### config.mk
export PLATFORM = sky130hd
export DESIGN_NAME = hcsr04_echo
export DESIGN_NICKNAME = d
export VERILOG_FILES = /design/src/rtl/hcsr04_echo.sv
export SDC_FILE = /design/constraint.sdc
export NUM_CORES = 1
export LEC_CHECK = 0
export BUFFER_PORTS_ARGS = -buffer_cell sky130_fd_sc_hd__buf_2
export CORE_MARGIN = 4
export CORE_UTILIZATION = 48
export CTS_CLUSTER_SIZE = 8
export DETAILED_ROUTE_END_ITERATION = 10
export PLACE_DENSITY = 0.75
export SLEW_MARGIN = 15
export SYNTH_ARGS = -nofsm -noshare
export SYNTH_HDL_FRONTEND = slang
export SYNTH_SLANG_ARGS = --single-unit
export TNS_END_PERCENT = 5
### constraint.sdc
create_clock -name clk -period 2.85 [get_ports clk]
set_input_delay 0.1425 -clock clk [delete_from_list [all_inputs] [get_ports clk]]
set_output_delay 0.1425 -clock clk [all_outputs]
set_load 0.02 [all_outputs]
### src/rtl/hcsr04_echo.sv
// HC-SR04 echo-pulse timer.
// Synchronises the echo pin, times its high phase in microseconds, and
// converts the result to centimetres with a running sub-counter rather
// than a divider. A window counter started at arm time aborts
// measurements that never see an echo, or whose echo never falls.
module hcsr04_echo #(
    parameter int CLK_HZ     = 50_000_000,
    parameter int US_DIV     = 50,
    parameter int TIMEOUT_US = 30000,
    parameter int CM_DIV     = 58
) (
    input  logic        clk,
    input  logic        reset,
    input  logic        start,
    input  logic        echo,
    output logic        busy,
    output logic        valid,
    output logic        timeout,
    output logic [15:0] pulse_us,
    output logic [9:0]  distance_cm
);

    // US_DIV of 0 means "derive the microsecond divider from CLK_HZ".
    localparam int US_EFF    = (US_DIV > 0) ? US_DIV : (CLK_HZ / 1_000_000);
    localparam int WIN_LIMIT = TIMEOUT_US * US_EFF;
    localparam int WIN_W     = $clog2(WIN_LIMIT + 1);
    localparam int PRE_W     = (US_EFF > 1) ? $clog2(US_EFF) : 1;
    localparam int CMS_W     = (CM_DIV > 1) ? $clog2(CM_DIV) : 1;

    localparam logic [WIN_W-1:0] WIN_LAST = WIN_W'(WIN_LIMIT - 1);
    localparam logic [PRE_W-1:0] PRE_LAST = PRE_W'(US_EFF - 1);
    localparam logic [CMS_W-1:0] CMS_LAST = CMS_W'(CM_DIV - 1);

    typedef enum logic [1:0] {
        S_IDLE      = 2'd0,
        S_WAIT_RISE = 2'd1,
        S_MEASURE   = 2'd2,
        S_REPORT    = 2'd3
    } state_t;

    state_t            state_q, state_d;
    logic              echo_meta_q, echo_sync_q, echo_prev_q;
    logic [WIN_W-1:0]  win_q, win_d;
    logic [PRE_W-1:0]  presc_q, presc_d;
    logic [CMS_W-1:0]  cm_sub_q, cm_sub_d;
    logic [15:0]       pulse_cnt_q, pulse_cnt_d;
    logic [9:0]        cm_cnt_q, cm_cnt_d;
    logic              valid_q, valid_d;
    logic              timeout_q, timeout_d;
    logic [15:0]       pulse_us_q, pulse_us_d;
    logic [9:0]        distance_q, distance_d;

    logic              echo_rise, echo_fall, win_expired;
    logic              us_tick, cm_tick;
    logic [PRE_W-1:0]  presc_adv;
    logic [CMS_W-1:0]  cm_sub_adv;
    logic [15:0]       pulse_adv;
    logic [9:0]        cm_adv;

    // Two-flop synchroniser plus one history flop for edge detection.
    always_ff @(posedge clk or posedge reset) begin
        if (reset) begin
            echo_meta_q <= 1'b0;
            echo_sync_q <= 1'b0;
            echo_prev_q <= 1'b0;
        end else begin
            echo_meta_q <= echo;
            echo_sync_q <= echo_meta_q;
            echo_prev_q <= echo_sync_q;
        end
    end

    assign echo_rise   =  echo_sync_q & ~echo_prev_q;
    assign echo_fall   = ~echo_sync_q &  echo_prev_q;
    assign win_expired = (win_q == WIN_LAST);

    // Counter advance for one measuring cycle; the fall cycle itself is
    // counted too so the synchroniser delay cancels between both edges.
    always_comb begin
        us_tick    = (presc_q == PRE_LAST);
        cm_tick    = us_tick && (cm_sub_q == CMS_LAST);
        presc_adv  = us_tick ? '0 : presc_q + PRE_W'(1);
        cm_sub_adv = cm_sub_q;
        if (us_tick) begin
            cm_sub_adv = (cm_sub_q == CMS_LAST) ? '0 : cm_sub_q + CMS_W'(1);
        end
        pulse_adv = pulse_cnt_q;
        if (us_tick && pulse_cnt_q != 16'hFFFF) begin
            pulse_adv = pulse_cnt_q + 16'd1;
        end
        cm_adv = cm_cnt_q;
        if (cm_tick && cm_cnt_q != 10'h3FF) begin
            cm_adv = cm_cnt_q + 10'd1;
        end
    end

    // Next-state, counter and result logic.
    always_comb begin
        state_d     = state_q;
        win_d       = win_q;
        presc_d     = presc_q;
        cm_sub_d    = cm_sub_q;
        pulse_cnt_d = pulse_cnt_q;
        cm_cnt_d    = cm_cnt_q;
        valid_d     = 1'b0;
        timeout_d   = 1'b0;
        pulse_us_d  = pulse_us_q;
        distance_d  = distance_q;

        case (state_q)
            S_IDLE: begin
                if (start) begin
                    state_d = S_WAIT_RISE;
                    win_d   = '0;
                end
            end
            S_WAIT_RISE: begin
                win_d = win_q + WIN_W'(1);
                if (win_expired) begin
                    timeout_d = 1'b1;
                    state_d   = S_IDLE;
                end else if (echo_rise) begin
                    state_d     = S_MEASURE;
                    presc_d     = '0;
                    cm_sub_d    = '0;
                    pulse_cnt_d = '0;
                    cm_cnt_d    = '0;
                end
            end
            S_MEASURE: begin
                win_d       = win_q + WIN_W'(1);
                presc_d     = presc_adv;
                cm_sub_d    = cm_sub_adv;
                pulse_cnt_d = pulse_adv;
                cm_cnt_d    = cm_adv;
                // A fall wins over a simultaneous window expiry.
                if (echo_fall) begin
                    state_d    = S_REPORT;
                    valid_d    = 1'b1;
                    pulse_us_d = pulse_adv;
                    distance_d = cm_adv;
                end else if (win_expired) begin
                    timeout_d = 1'b1;
                    state_d   = S_IDLE;
                end
            end
            S_REPORT: begin
                // Results were latched on entry; valid is up this cycle.
                state_d = S_IDLE;
            end
            default: state_d = S_IDLE;
        endcase
    end

    // State, counters and result registers.
    always_ff @(posedge clk or posedge reset) begin
        if (reset) begin
            state_q     <= S_IDLE;
            win_q       <= '0;
            presc_q     <= '0;
            cm_sub_q    <= '0;
            pulse_cnt_q <= '0;
            cm_cnt_q    <= '0;
            valid_q     <= 1'b0;
            timeout_q   <= 1'b0;
            pulse_us_q  <= '0;
            distance_q  <= '0;
        end else begin
            state_q     <= state_d;
            win_q       <= win_d;
            presc_q     <= presc_d;
            cm_sub_q    <= cm_sub_d;
            pulse_cnt_q <= pulse_cnt_d;
            cm_cnt_q    <= cm_cnt_d;
            valid_q     <= valid_d;
            timeout_q   <= timeout_d;
            pulse_us_q  <= pulse_us_d;
            distance_q  <= distance_d;
        end
    end

    assign busy        = (state_q != S_IDLE);
    assign valid       = valid_q;
    assign timeout     = timeout_q;
    assign pulse_us    = pulse_us_q;
    assign distance_cm = distance_q;

endmodule

==> metrics.md, run 1 <==
| Metric | Value |
|---|---|
| Rel. slew slack | `52.40%` |
| DRC | `0` |
| CTS resizes | `0` |
| Final HPWL DP | `~7.5 mm` |
| WS Path Type | `flop to flop` |
| Sw frac | `34.99%` |
| Tmin final | `about 2.5 ns` |
| Tcrit/Tclk final | `between 80% and 90%` |
| Biggest area consumer among synthesized cells | `dfrtp_1` |
| Post-Synthesis Cells | `560` |
| Unrepaired setup endpoints after global routing | `false` |
| Placer congestion estimate | `0.8306` |
| Clk pwr share | `29.6%` |
| Routed vias | `4272` |
| DIE AREA | `around 12000 sq um` |
| Most common cell in the netlist | `dfrtp_1` |
| Internal | `2.234 mW` |
| Post-synth EDFFs | `0` |
| Post-CTS setup buffers | `0` |
| Hold Vio Cnt, Final | `0` |
| Placed Area | `roughly 5300 sq um` |
| Comb pwr share | `~28%` |
| Top Layer Used | `met4` |
| Status | `finished, final reports clean` |
| Initial antenna violation count | `0` |
| WL met2 | `~5.2 mm` |
| Slowest library cell on the worst path | `o21ai_0` |
| Clock slew at reported path FFs | `0.09 ns` |
| Chip Height | `roughly 110 um` |
| CP startpoint kind | `flop` |
| Slowest stage delay, CP | `around 0.50 ns` |
| Power Total | `roughly 3.4 mW` |
| Peak supply drop | `653.6 uV` |
| Routed wire length per instance | `14.99 um` |
| Worst setup EP type | `flop` |
| Area grow syn2layout | `11.37%` |
| CTS tree | `yes` |
| Slew Limit Fails | `0` |
| Clk_skew | `0.01139 ns` |
| Global-route wire length before repair | `roughly 19 mm` |
| Metal-1 WL | `roughly 5.0 mm` |
| Via/cell ratio | `5.909` |
| 1st-pass router iterations | `4` |
| Ports | `33` |
| Worst Path Max Fanout | `10` |
| Final setup viols | `0` |
| Core Area | `9955 sq um` |
| Synth cell types | `54` |
| Synth top cells by count | `92 x dfrtp_1, 63 x o21ai_0, 58 x nand2_1` |
| Hold Crit Class | `input port to flop` |
| P_sw | `1.202 mW` |
| Setup_tns | `0 ns` |
| Pin count of the biggest net entering global routing | `58` |
| Slew at the pin with the worst max-slew slack | `slightly above 0.7 ns` |
| Core Rows | `36` |
| Sink Count | `around 90` |
| Worst EP arrival | `2.79 ns` |
| Synthesized area | `4997 sq um` |
| Syn Nets | `574` |
| Starting Density | `50.20%` |
| Worst Path Required | `3.11 ns` |
| Pleak | `between 2 and 2.5 nW` |
| Max frequency | `0.3953 GHz` |
| Synthesized area per cell | `about 9 sq um` |
| Post-CTS Hold Buffers | `2` |
| Antenna cells | `0` |
| WL met3 | `434 um` |
| All-Layer GR Usage | `roughly 19%` |
| Max Cap Viol | `0` |
| Routed WL | `between 10 and 15 mm` |
| Nets | `599` |
| Synth top area share | `46.07%` |
| Hold Slack | `around 0.27 ns` |
| Die W | `between 100 and 150 um` |
| Vias in the first global route | `4074` |
| Hold depth | `3` |
| Seq/Total Area, Yosys | `46.07%` |
| Overflow after GRT | `0` |
| Ys flop type | `dfrtp_1` |
| Layout cell share with drive strength beyond 1 | `11.36%` |
| Async SR Flop Fraction | `100.0%` |
| CTS Buffer Depth | `2` |
| Worst slack, placed | `0.3734 ns` |
| Register share of total power | `42.6%` |
| Antenna viol nets, final | `0` |
| Synth Register Bits | `92` |
| H-Tree Depth | `3` |
| PwrDens | `617.5 nW/um^2` |
| Crit-path cells | `inv_1 -> ha_1 -> nand4bb_1 -> o21ai_0 -> o211ai_1 -> or2_2 -> o41ai_1` |
| Cell chosen for the clock root | `clkbuf_8` |
| Initial DRC count | `233` |
| Reg2Reg Depth | `7` |
| Dominant cells by area after synthesis | `dfrtp_1 46%, o21ai_0 6.3%, nand2_1 4.4%, nand3_1 3.6%, xnor2_1 3.5%` |
| Cell area after layout | `roughly 5600 sq um` |
| Total CTS buffers | `9` |
| Latest clock arrival within the worst-skew pair | `0.37 ns` |
| PortBufs | `32` |
| Final critical-path setup slack | `0.3202 ns` |
| Synth warn | `0` |
==> worst paths after layout <==
| check | startpoint | to | slack [ns] |
|---|---|---|---|
| hold reg to reg | echo_meta_q$_DFF_PP0_ | echo_sync_q$_DFF_PP0_ | 0.35 |
| hold / removal | start | win_q[1]$_DFFE_PP0P_ | 0.27 |
| setup reg to reg | presc_q[1]$_DFFE_PP0P_ | cm_sub_q[5]$_DFFE_PP0P_ | 0.32 |
| min in group asynchronous | reset | cm_sub_q[4]$_DFFE_PP0P_ | 0.38 |
| max in group asynchronous | reset | pulse_us[7]$_DFFE_PP0P_ | 1.76 |
| setup / recovery | presc_q[1]$_DFFE_PP0P_ | cm_sub_q[5]$_DFFE_PP0P_ | 0.32 |
==> metrics by stage <==
step | util (%) | cells
6_report | 55.91 | 723
3_3_place_gp | 53.34 | 705
5_1_grt | 55.91 | 723
4_1_cts | 55.91 | 723
3_5_place_dp | 53.34 | 705
2_1_floorplan | - | 560
==> registers in the layout, indices dropped and copies added (netlist names) <==
register	cells
win_q	21
cm_sub_q	6
echo_sync_q	1
timeout	1
cm_cnt_q	10
valid	1
presc_q	6
echo_meta_q	1
echo_prev_q	1
state_q	2
distance_cm	10
pulse_us	16
pulse_cnt_q	16
==> placed cells by master (no fill, tap or decap), types with 3 or more instances in the layout <==
| cell type | n |
|---|---|
| nor4bb_1 | 3 |
| nand3_1 | 36 |
| o41ai_1 | 5 |
| nor3_1 | 16 |
| and4_1 | 7 |
| o31ai_1 | 7 |
| o21ai_0 | 62 |
| o211ai_1 | 4 |
| xor2_1 | 7 |
| and2_1 | 3 |
| nand4b_1 | 3 |
| and3_1 | 10 |
| o31a_1 | 3 |
| clkbuf_8 | 11 |
| buf_2 | 32 |
| nand2_1 | 58 |
| inv_1 | 15 |
| or4_1 | 8 |
| nand4_1 | 19 |
| nand2b_1 | 6 |
| a21oi_1 | 22 |
| mux2i_1 | 3 |
| xnor2_1 | 20 |
| a2bb2oi_1 | 3 |
| o21a_1 | 4 |
| nor4_1 | 8 |
| a31oi_1 | 12 |
| nor2_1 | 43 |
| dfrtp_1 | 92 |
| ha_1 | 10 |
| or3_1 | 8 |
| buf_4 | 10 |
==> metal layers <==
layer  vias up  global-route usage, %
met1      2062                  25.25
met3        13                  4.252
met2        94                  32.45
met4         0                  5.699
li1       2103                      -
met5         -                      0
==> power groups by stage <==
stage	Sequential, mW	Clock (mW)	Combinational (mW)
2_1_floorplan	1.52	0	0.639
3_3_place_gp	1.48	0	0.931
3_5_place_dp	1.49	0	0.956
4_1_cts	1.46	1.05	0.963
5_1_grt	1.48	1.09	1.07
6_report	1.46	1.02	0.956
==> critical path, delay by kind of cell, from the launching register on <==
| family | cells | cell delay, ns |
|---|---|---|
| flip-flops | 1 | 0.42 |
| adder cells (fa/ha/maj) | 1 | 0.18 |
| AO/OA/AOI/OAI | 3 | 1.16 |
| buffers and inverters | 1 | 0.09 |
| AND/OR/NAND/NOR | 2 | 0.58 |
==> cell type report <==
type	count	area [sq um]
Multi-Input combinational cell	421	2525
Fill cell	893	4389
Tap cell	133	166.4
Clock inverter	5	83.83
Inverter	16	61.31
Sequential cell	92	2302
Clock buffer	11	151.4
Timing Repair Buffer	45	275.3
==> cells by family (layout without fill, tap and decap cells) <==
family                     count (synthesis)  in the layout  synth area share, %
DFF                                       92             92                46.07
adders and majority gates                 10             10                2.504
muxes                                      4              4               0.8262
buffers and inverters                     47             77                3.605
and+or+nand+nor                          244            244                25.81
xor gates and xnor gates                  27             27                4.732
AOI/OAI and AO/OA                        136            136                16.45
Power figures use the tool's default switching activity.
==> inputs of run 2 (changes only) <==
PLACE_DENSITY = 0.69   (was 0.75)
REMOVE_ABC_BUFFERS = 1   (was unset)
==> metrics.md, run 2 (same netlist as run 1, synthesis figures left out) <==
| Metric | Value |
|---|---|
| DIE AREA | `between 10000 and 15000 sq um` |
| Area occupied by multi-input gates | `2525 sq um` |
| Commonest non-fill, non-tap cell in the layout | `dfrtp_1` |
| CP startpoint kind | `flop` |
| Layout cell share with drive strength beyond 1 | `around 11%` |
| Initial antenna violation count | `0` |
| Vias in the first global route | `3959` |
| Status | `finished, final reports clean` |
| Register Area | `2302 sq um` |
| Unrepaired setup endpoints after global routing | `false` |
| Biggest register | `win_q` |
| Worst EP arrival | `2.71 ns` |
| Cell chosen for the clock root | `clkbuf_8` |
| Worst reg2reg setup slack | `0.43 ns` |
| Pleak | `2.314 nW` |
| Peak supply drop | `~440 uV` |
| Tcrit/Tclk final | `85.05%` |
| Die W | `110.0 um` |
| 1st-pass router iterations | `5` |
| Latest clock arrival within the worst-skew pair | `0.36 ns` |
| Tmin final | `2.424 ns` |
| Routed vias | `4259` |
| Max reg flops | `21` |
| Rel. slew slack | `between 50% and 60%` |
| Via/cell ratio | `5.891` |
| Core Area | `about 10000 sq um` |
| Max Cap Viol | `0` |
| Worst Path Max Fanout | `4` |
| WS Path Type | `flop to flop` |
| Global-route wire length before repair | `19.13 mm` |
| Initial DRC count | `326` |
| Setup_tns | `0 ns` |
| Internal | `2.218 mW` |
| DRC | `0` |
| Clk_skew | `0.01743 ns` |
| All-Layer GR Usage | `19.67%` |
| Final HPWL DP | `7.470 mm` |
| Routed wire length per instance | `15.28 um` |
| Routed WL | `11.05 mm` |
| Most frequent cells in the layout | `92 x dfrtp_1, 62 x o21ai_0, 58 x nand2_1` |
| Antenna viol nets, final | `0` |
| Worst Path Required | `3.13 ns` |
| H-Tree Depth | `3` |
| Clk pwr share | `roughly 28%` |
| Post-route non-filler standard cell count | `723` |
| Placer congestion estimate | `0.8141` |
| Antenna cells | `0` |
| Sw frac | `34.85%` |
| PortBufs | `32` |
| Chip Height | `110.0 um` |
| Hold depth | `3` |
| Reg2Reg Depth | `7` |
| CTS tree | `yes` |
| Max frequency | `0.4126 GHz` |
| Core Rows | `36` |
| Overflow after GRT | `0` |
| Worst setup EP type | `flop` |
| Starting Density | `50.20%` |
| Final setup viols | `0` |
| Total CTS buffers | `9` |
| Ports | `33` |
| Clock slew at reported path FFs | `0.09 ns` |
| Crit-path cells | `inv_1 -> ha_1 -> nand4bb_1 -> or4_1 -> or4_4 -> or4_1 -> nand3_1` |
| Fill cells | `907` |
| Nets | `599` |
| Slew Limit Fails | `0` |
| Post-CTS setup buffers | `0` |
| Slew at the pin with the worst max-slew slack | `0.6783 ns` |
| Area grow syn2layout | `10.77%` |
| Cell mode on critical path | `or4_1` |
| Slowest stage delay, CP | `about 0.54 ns` |
| Sink Count | `92` |
| P_sw | `about 1.2 mW` |
| Hold Crit Class | `input port to flop` |
| CTS Buffer Depth | `2` |
| Pin count of the biggest net entering global routing | `36` |
| Register share of total power | `a little over two fifths` |
| Comb pwr share | `between 20% and 30%` |
| Cells after DPL | `705` |
| Slowest library cell on the worst path | `or4_4` |
| PwrDens | `615.0 nW/um^2` |
| Hold Vio Cnt, Final | `0` |
==> run 2: cell types whose count changed in the layout (fill, tap and decap cells not counted), sizes merged <==
| cell | delta |
|---|---|
| clkinvlp | -1 |
| clkbuf | +1 |
==> run 2: layout make-up <==
class	count	area share (%)
clock buffer	12	2.622
clock inverter	4	1.311
inverter	16	1.108
multi-input combinational	421	45.61
sequential	92	41.59
tap	133	3.006
timing repair buffer	45	4.747
==> run 2: worst paths after layout <==
kind | end | from
min reg2reg | echo_sync_q$_DFF_PP0_ | echo_meta_q$_DFF_PP0_
max | cm_cnt_q[7]$_DFFE_PP0P_ | presc_q[1]$_DFFE_PP0P_
min in group asynchronous | pulse_cnt_q[5]$_DFFE_PP0P_ | reset
min | win_q[1]$_DFFE_PP0P_ | start
max reg2reg | cm_cnt_q[7]$_DFFE_PP0P_ | presc_q[1]$_DFFE_PP0P_
max in group asynchronous | win_q[19]$_DFFE_PP0P_ | reset
==> run 2: timing repair <==
| action | in CTS | in global routing |
|---|---|---|
| endpoints found under the hold margin | 33 | 0 |
| resized for setup | 0 | 0 |
| hold buffers | 2 | 0 |
| setup endpoints to repair | 0 | 0 |
==> run 2: per-layer routing <==
metal	global-route usage, %	wire (um)
met5	0	0
met4	6.679	125
met3	2.796	448
met2	32.24	5499
met1	26.83	4975
==> run 2: worst max-delay path, delay by kind of cell (launching register included) <==
| family | cells | cell delay (ns) |
|---|---|---|
| adders and majority gates | 1 | 0.16 |
| DFF | 1 | 0.41 |
| buffers and inverters | 1 | 0.08 |
| and+or+nand+nor | 5 | 1.71 |
==> run 2: metrics by stage <==
stage	area [sq um]	total power, mW	setup slack (ns)	hold WS, ns	utilization, %
4_1_cts	5535	3.434	0.4165	0.2650	55.61
2_1_floorplan	4877	2.114	-0.2735	0.1739	-
5_1_grt	5535	3.624	0.07725	0.3160	55.61
3_3_place_gp	5298	2.432	0.5224	0.2394	53.22
3_5_place_dp	5298	2.461	0.4532	0.2394	53.22
6_report	5535	3.404	0.4262	0.2939	55.61
==> run 2: power groups by stage <==
stage          logic (mW)  registers (mW)  clock network [mW]
2_1_floorplan       0.585            1.53                   0
3_3_place_gp        0.944            1.49                   0
3_5_place_dp        0.968            1.49                   0
4_1_cts             0.972            1.47               0.995
5_1_grt              1.08            1.48                1.06
6_report            0.974            1.47               0.964
==> inputs of run 3 (changes only) <==
RECOVER_POWER = 100   (was unset)
==> metrics.md, run 3 (same netlist as run 1, synthesis figures left out) <==
| Metric | Value |
|---|---|
| Crit-path cells | `ha_1 -> nand3_1 -> nor4_1 -> buf_4 -> nor3_1 -> xnor2_1 -> o21ai_0` |
| Worst Path Max Fanout | `11` |
| WS Path Type | `flop to flop` |
| Overflow after GRT | `0` |
| Hold Crit Start | `start` |
| Peak supply drop | `between 400 and 500 uV` |
| Biggest register | `win_q` |
| Worst EP arrival | `2.77 ns` |
| Routed vias | `4254` |
| 1st-pass router iterations | `5` |
| Vias in the first global route | `3959` |
| Finished Core Util | `54.94%` |
| Clk_skew | `0.01716 ns` |
| Placer congestion estimate | `0.8141` |
| Rel. slew slack | `-5.162%` |
| Fill cells | `933` |
| DIE AREA | `roughly 12000 sq um` |
| CP bufs+invs | `1` |
| Cell chosen for the clock root | `clkbuf_8` |
| Max Cap Viol | `1` |
| Initial DRC count | `354` |
| Cells after DPL | `705` |
| Routed WL | `11.11 mm` |
| Tcrit/Tclk final | `89.10%` |
| Worst setup EP type | `flop` |
| Unrepaired setup endpoints after global routing | `false` |
| CTS Buffer Depth | `2` |
| Global-route wire length before repair | `approximately 19 mm` |
| Worst r2r src | `pulse_cnt_q[0]$_DFFE_PP0P_` |
| Initial antenna violation count | `0` |
| Ports | `33` |
| Most frequent cells in the layout | `92 x dfrtp_1, 63 x o21ai_0, 58 x nand2_1` |
| Total CTS buffers | `9` |
| Levels on crit path | `7` |
| Max reg flops | `21` |
| Status | `finished, violations left` |
| DRC | `0` |
| PortBufs | `32` |
| Failing checks | `max-capacitance violations, max-slew violations` |
| Worst setup path start | `pulse_cnt_q[0]$_DFFE_PP0P_` |
| Post-route non-filler standard cell count | `723` |
| All-Layer GR Usage | `roughly a fifth` |
| Reg2Reg Depth | `7` |
| Slew at the pin with the worst max-slew slack | `~1.6 ns` |
| Nets | `599` |
| Antenna viol nets, final | `0` |
| Slew Limit Fails | `35` |
| Final HPWL DP | `about 7.5 mm` |
| Pin count of the biggest net entering global routing | `36` |
| Max frequency | `0.3938 GHz` |
| Final critical-path setup slack | `0.3106 ns` |
| Post-CTS Hold Buffers | `2` |
| Worst Path Required | `3.08 ns` |
| Core Area | `~10000 sq um` |
| Routed wire length per instance | `15.36 um` |
| Area grow syn2layout | `9.439%` |
| Antenna cells | `0` |
| Clock slew at reported path FFs | `0.10 ns` |
| PwrDens | `~600 nW/um^2` |
| Via/cell ratio | `between 5 and 6` |
| Chip Height | `roughly 110 um` |
| Hold depth | `3` |
| H-Tree Depth | `3` |
| Starting Density | `50.20%` |
| CTS resizes | `0` |
| Hold Crit Class | `input port to flop` |
| Sink Count | `92` |
| Final setup viols | `0` |
| Core Rows | `36` |
| Slowest stage delay, CP | `0.87 ns` |
| Die W | `110.0 um` |
| Pleak | `2.187 nW` |
| CP startpoint kind | `flop` |
| Hold Vio Cnt, Final | `0` |
| Post-CTS setup buffers | `0` |
| Layout cell share with drive strength beyond 1 | `5.085%` |
| Commonest non-fill, non-tap cell in the layout | `dfrtp_1` |
| Worst slack, placed | `0.4532 ns` |
| Tmin final | `2.539 ns` |
| CTS tree | `yes` |
| Latest clock arrival within the worst-skew pair | `0.36 ns` |
| Slowest library cell on the worst path | `nor4_1` |
| Cell family with most CP delay | `simple AND/OR/NAND/NOR gates` |
## run 3: cell count changes in the layout (fill, tap and decap cells not counted), sizes merged
cell / previous run / this run
buf: 43 / 8
clkbuf: 12 / 47
clkinv: 2 / 1
clkinvlp: 1 / 2
## run 3: cell type report
class | count | area (sq um) | share of cell area [%]
inverters | 16 | 61.31 | 1.121
clock inverters | 4 | 72.57 | 1.327
flip-flops and latches | 92 | 2302 | 42.10
repair buffers | 45 | 212.7 | 3.889
clock buffers | 12 | 145.1 | 2.654
well taps | 133 | 166.4 | 3.043
multi-input cells | 421 | 2509 | 45.87
## run 3: metrics by stage
step	power, mW	area, sq um	TNS, ns	hold WS, ns
after floorplan	2.114	4877	-3.133	0.1739
after detailed placement	2.461	5298	0	0.2394
after CTS	3.434	5535	0	0.2650
after global placement	2.432	5298	0	0.2394
final	3.372	5469	0	0.2850
after global routing	3.584	5469	0	0.3168
## run 3: layer usage
layer,GRT usage (%),up-vias,share of wire (%)
met5,0,-,0
met4,6.679,0,1.4
met3,2.796,14,4.4
met2,32.24,104,49
met1,26.83,2036,46
li1,-,2100,-
## run 3: path summary, 6_finish.rpt
kind / slack (ns) / end
min reg2reg: 0.35 / echo_sync_q$_DFF_PP0_
min: 0.29 / win_q[1]$_DFFE_PP0P_
min in group asynchronous: 0.67 / pulse_cnt_q[5]$_DFFE_PP0P_
max in group asynchronous: 0.78 / win_q[19]$_DFFE_PP0P_
max reg2reg: 0.31 / pulse_us[4]$_DFFE_PP0P_
max: 0.31 / pulse_us[4]$_DFFE_PP0P_
## run 3: worst reg2reg max path: stages, from the launching register on
cell and delay [ns]:
dfrtp_1 0.47, ha_1 0.23, nand3_1 0.22, nor4_1 0.87
buf_4 0.33, nor3_1 0.08, xnor2_1 0.15, o21ai_0 0.09
## run 3: power breakdown
part,switching (mW),total (mW),internal (mW)
Clock,0.449,0.967,0.518
Sequential,0.0758,1.47,1.39
Combinational,0.667,0.935,0.268
